[src/rtl/sar_search.sv]
// Signed successive-approximation search: probes an external less-than comparator MSB first
// and recovers the hidden target. Optional early exit on equality: SAR_SEARCH_EQ_EXIT_EN.
module sar_search #(
    parameter int N = 32
) (
    input  logic         clk,
    input  logic         rst,
    input  logic         start,
    input  logic         lt,
`ifdef SAR_SEARCH_EQ_EXIT_EN
    input  logic         eq,
`endif
    output logic [N-1:0] probe,
    output logic         busy,
    output logic         done,
    output logic [N-1:0] result
);

    typedef enum logic [1:0] {
        ST_IDLE,
        ST_SEARCH,
        ST_DONE
    } state_t;

    localparam logic [N-1:0] SIGN = {1'b1, {(N-1){1'b0}}};

    state_t       state;
    state_t       state_next;
    logic [N-1:0] code;
    logic [N-1:0] bit_mask;
    logic [N-1:0] code_upd;
    logic         last;
    logic         hit;

    // The search runs on an offset-binary code so a plain MSB-first bit search covers the signed range.
    assign code_upd = lt ? (code & ~bit_mask) : (code | bit_mask);
    assign last     = bit_mask[0];

`ifdef SAR_SEARCH_EQ_EXIT_EN
    assign hit = eq;
`else
    assign hit = 1'b0;
`endif

    always_ff @(posedge clk or negedge rst) begin
        if (!rst) begin
            state <= ST_IDLE;
        end else begin
            // NOTE: sequential state uses non-blocking assignments so every register samples pre-edge values.
            state <= state_next;
        end
    end

    always_comb begin
        // NOTE: default first so every path assigns state_next and no latch is inferred.
        state_next = state;
        unique case (state)
            ST_IDLE:   if (start) state_next = ST_SEARCH;
            ST_SEARCH: if (hit || last) state_next = ST_DONE;
            ST_DONE:   state_next = start ? ST_SEARCH : ST_IDLE;
            default:   state_next = ST_IDLE;
        endcase
    end

    always_comb begin
        busy = (state == ST_SEARCH);
        done = (state == ST_DONE);
    end

    always_ff @(posedge clk or negedge rst) begin
        if (!rst) begin
            code     <= '0;
            bit_mask <= '0;
            probe    <= '0;
            result   <= '0;
        end else begin
            unique case (state)
                ST_SEARCH: begin
                    if (hit) begin
                        result   <= probe;
                        probe    <= '0;
                        bit_mask <= '0;
                    end else if (last) begin
                        code     <= code_upd;
                        result   <= code_upd ^ SIGN;
                        probe    <= '0;
                        bit_mask <= '0;
                    end else begin
                        code     <= code_upd;
                        bit_mask <= bit_mask >> 1;
                        probe    <= (code_upd | (bit_mask >> 1)) ^ SIGN;
                    end
                end
                default: begin
                    // First trial (code 0, MSB set) maps back to a probe of 0.
                    probe <= '0;
                    if (start) begin
                        code     <= '0;
                        bit_mask <= SIGN;
                    end
                end
            endcase
        end
    end

endmodule

[config.mk]
export PLATFORM = sky130hd
export DESIGN_NAME = sar_search
export DESIGN_NICKNAME = d
export VERILOG_FILES = /design/src/rtl/sar_search.sv
export SDC_FILE = /design/constraint.sdc
export NUM_CORES = 1
export LEC_CHECK = 0
export CELL_PAD_IN_SITES_DETAIL_PLACEMENT = 1
export CELL_PAD_IN_SITES_GLOBAL_PLACEMENT = 1
export CORE_ASPECT_RATIO = 2
export CORE_UTILIZATION = 46
export DETAILED_ROUTE_END_ITERATION = 16
export PLACE_DENSITY = 0.88
export SETUP_SLACK_MARGIN = 0.4
export SYNTH_ARGS = -nofsm -noshare
export SYNTH_HDL_FRONTEND = slang
export SYNTH_SLANG_ARGS = --single-unit
[constraint.sdc]
create_clock -name clk -period 3.5 [get_ports clk]
set_input_delay 0.525 -clock clk [delete_from_list [all_inputs] [get_ports clk]]
set_output_delay 0.525 -clock clk [all_outputs]
set_load 0.1 [all_outputs]
==> metrics.txt <==
outcome finished, final reports clean; Util after Layout 0.587; Worst EP arrival roughly 2300 ps; Max-slew headroom 0.245; global-route wire length before repair ~24 mm; largest cells by area after synthesis dfrtp_1, o21ai_0, a22o_1; Max Freq ~360 MHz; most frequent cells in the layout dfrtp_1, clkdlybuf4s50_1, nor2_1; Std-Cell Rows 55; Die Footprint roughly 12000 um2; Syn Inst Count about 520; Seq/Total Area, Yosys 0.609; Antenna Nets Post-Route 0; IO buf count between 60 and 70; Yosys warning count 0; setup TNS 0 ps; DRC 0; Clock Skew 7.07 ps; top-level I/O count 70; Leakage ~3.3 nW; ys async rst share 1.00; GR peak layer met2; setup bufs post-CTS 0; post-synthesis mux area share 0.00398; unrepaired setup endpoints after global routing no; CP required 2970 ps; maximum number of pins on one net before global-route repair between 50 and 60; Die Ht between 150 and 200 um; clock sink count between 100 and 150; Min-Delay Path Class input port to async pin; combinational family with the most area after synthesis simple AND/OR/NAND/NOR gates; TritonCTS Buffers 17; met3 usage 0.0472; Mapped Nets ~520; Max Slew Vio Count 0; Clock transition at path regs 60 ps; worst slew pin tran roughly 1100 ps; post-CTS resize count 0; Final nets 586; # diodes 0; final hold vios 0; DR vias/cell 5.73; ys flop type dfrtp_1; CTS tree built; GRT Util Overall 0.263; Tmin final about 2800 ps; post-synth top area cell dfrtp_1; met1 global-route usage 0.301; share of layout cells above drive strength 1 0.0723; Final WS setup ~710 ps; CTS Root Cell clkbuf_16; synthesized flop and latch total between 100 and 150; Avg Inst Size Synth around 10 um2; gpl congestion between 0.7 and 0.8; Crit Path Max Fanout 35; Synth Area in XOR/XNOR 0; Worst-Skew Late Latency between 400 and 500 ps; complex-gate fraction of the synthesized area 0.115; fillers between 1000 and 1500; mapped cell area ~5300 um2; M2 GR Usage 0.467; Simple-Gate Fraction of Synth Area 0.233; Initial Util 0.473; placeable core area around 11000 um2; cts hold-fix bufs 0; DR WL/cell 19.9 um; H-tree depth 4; CTS Buffer Depth 2; Area Overhead vs Synth 24.0%; EDFF count, synth 0; Synth Area in Adders 0; DP HPWL approximately 8.6 mm; Pwr Density roughly 800 nW/um2; Synth top area share 0.609; die span in x about 78 um; initial antenna violation count 0; vias in the first global route around 4600; Starting DRT DRC Count approximately 260; CP startpoint kind register; crit path kind register to primary output; worst slack at placement between 1000 and 1500 ps; final WL between 10 and 15 mm; Vias between 4000 and 5000; max cap viols 0; DRT Pass-1 Iters 6; leading cell type in the layout, fill and taps excluded dfrtp_1; CP Capture Type primary output; Remaining Overflow, GRT 0; endpoints failing setup 0; period utilization 0.797; worst ir drop on vdd ~0.48 mV; Unique masters post-synth 24
[synth_stat cells (all sizes together), types with 2 or more instances]
| cell | instances |
|---|---|
| nand2 | 62 |
| clkbuf | 12 |
| inv | 4 |
| o21ai | 63 |
| nor2b | 45 |
| nor2 | 67 |
| buf | 18 |
| nand2b | 2 |
| and2b | 17 |
| dfrtp | 130 |
| nand3 | 30 |
| a22o | 33 |
| nor3 | 30 |
[sequential cells by signal (all words and copies together) (netlist names)]
register / flops
code: 32
bit_mask: 32
result: 32
probe: 32
state: 2
[cell type report]
cell class / instances / area [um2] / share of cell area
clock inverter: 5 / 50.0 / 0.00756
tap: 142 / 178 / 0.0268
clock buffer: 27 / 503 / 0.0759
sequential: 130 / 3250 / 0.491
timing repair buffer: 75 / 728 / 0.110
inverter: 4 / 22.5 / 0.00340
multi-input combinational: 354 / 1890 / 0.285
[worst max-delay path, stage by stage (launching register included)]
cell and delay [ps]:
dfrtp_1 420, nand2b_2 620, inv_8 420, buf_4 370
[stage by stage]
step / std cells / hold WS (ps) / instance area [um2] / power, mW
6_report: 737 / 145 / 6620 / 5.16
5_1_grt: 737 / 201 / 6620 / 5.35
4_1_cts: 737 / 167 / 6620 / 5.19
3_5_place_dp: 705 / 470 / 6070 / 3.47
3_3_place_gp: 705 / 462 / 6070 / 3.42
2_1_floorplan: 518 / 229 / 5340 / 3.07
[worst paths after layout]
path | start | end | slack, ps | cells after the start
max in group asynchronous | rst | bit_mask[6] | 2290 | 2
hold / removal | rst | probe[6] | 150 | 1
setup / recovery | state[1] | busy | 710 | 3
setup reg to reg | state[1] | bit_mask[21] | 1100 | 4
min in group clk | result[20] | result[20] | 470 | 2
hold reg to reg | result[20] | result[20] | 470 | 2
[power by group]
| group | switching [mW] | internal, mW |
|---|---|---|
| clock network | 0.636 | 1.05 |
| registers | 0.124 | 1.72 |
| logic | 1.26 | 0.369 |
[kinds of logic after synthesis]
group | after synthesis
flops | 130
mux | 2
buf+inv | 34
compound gates | 97
simple gates | 255
[per-layer routing]
layer,vias to the layer above,share of wire
met1,2224,0.38
met2,102,0.56
met3,35,0.027
met5,-,0
met4,0,0.030
li1,1865,-
Power figures use the tool's default switching activity.
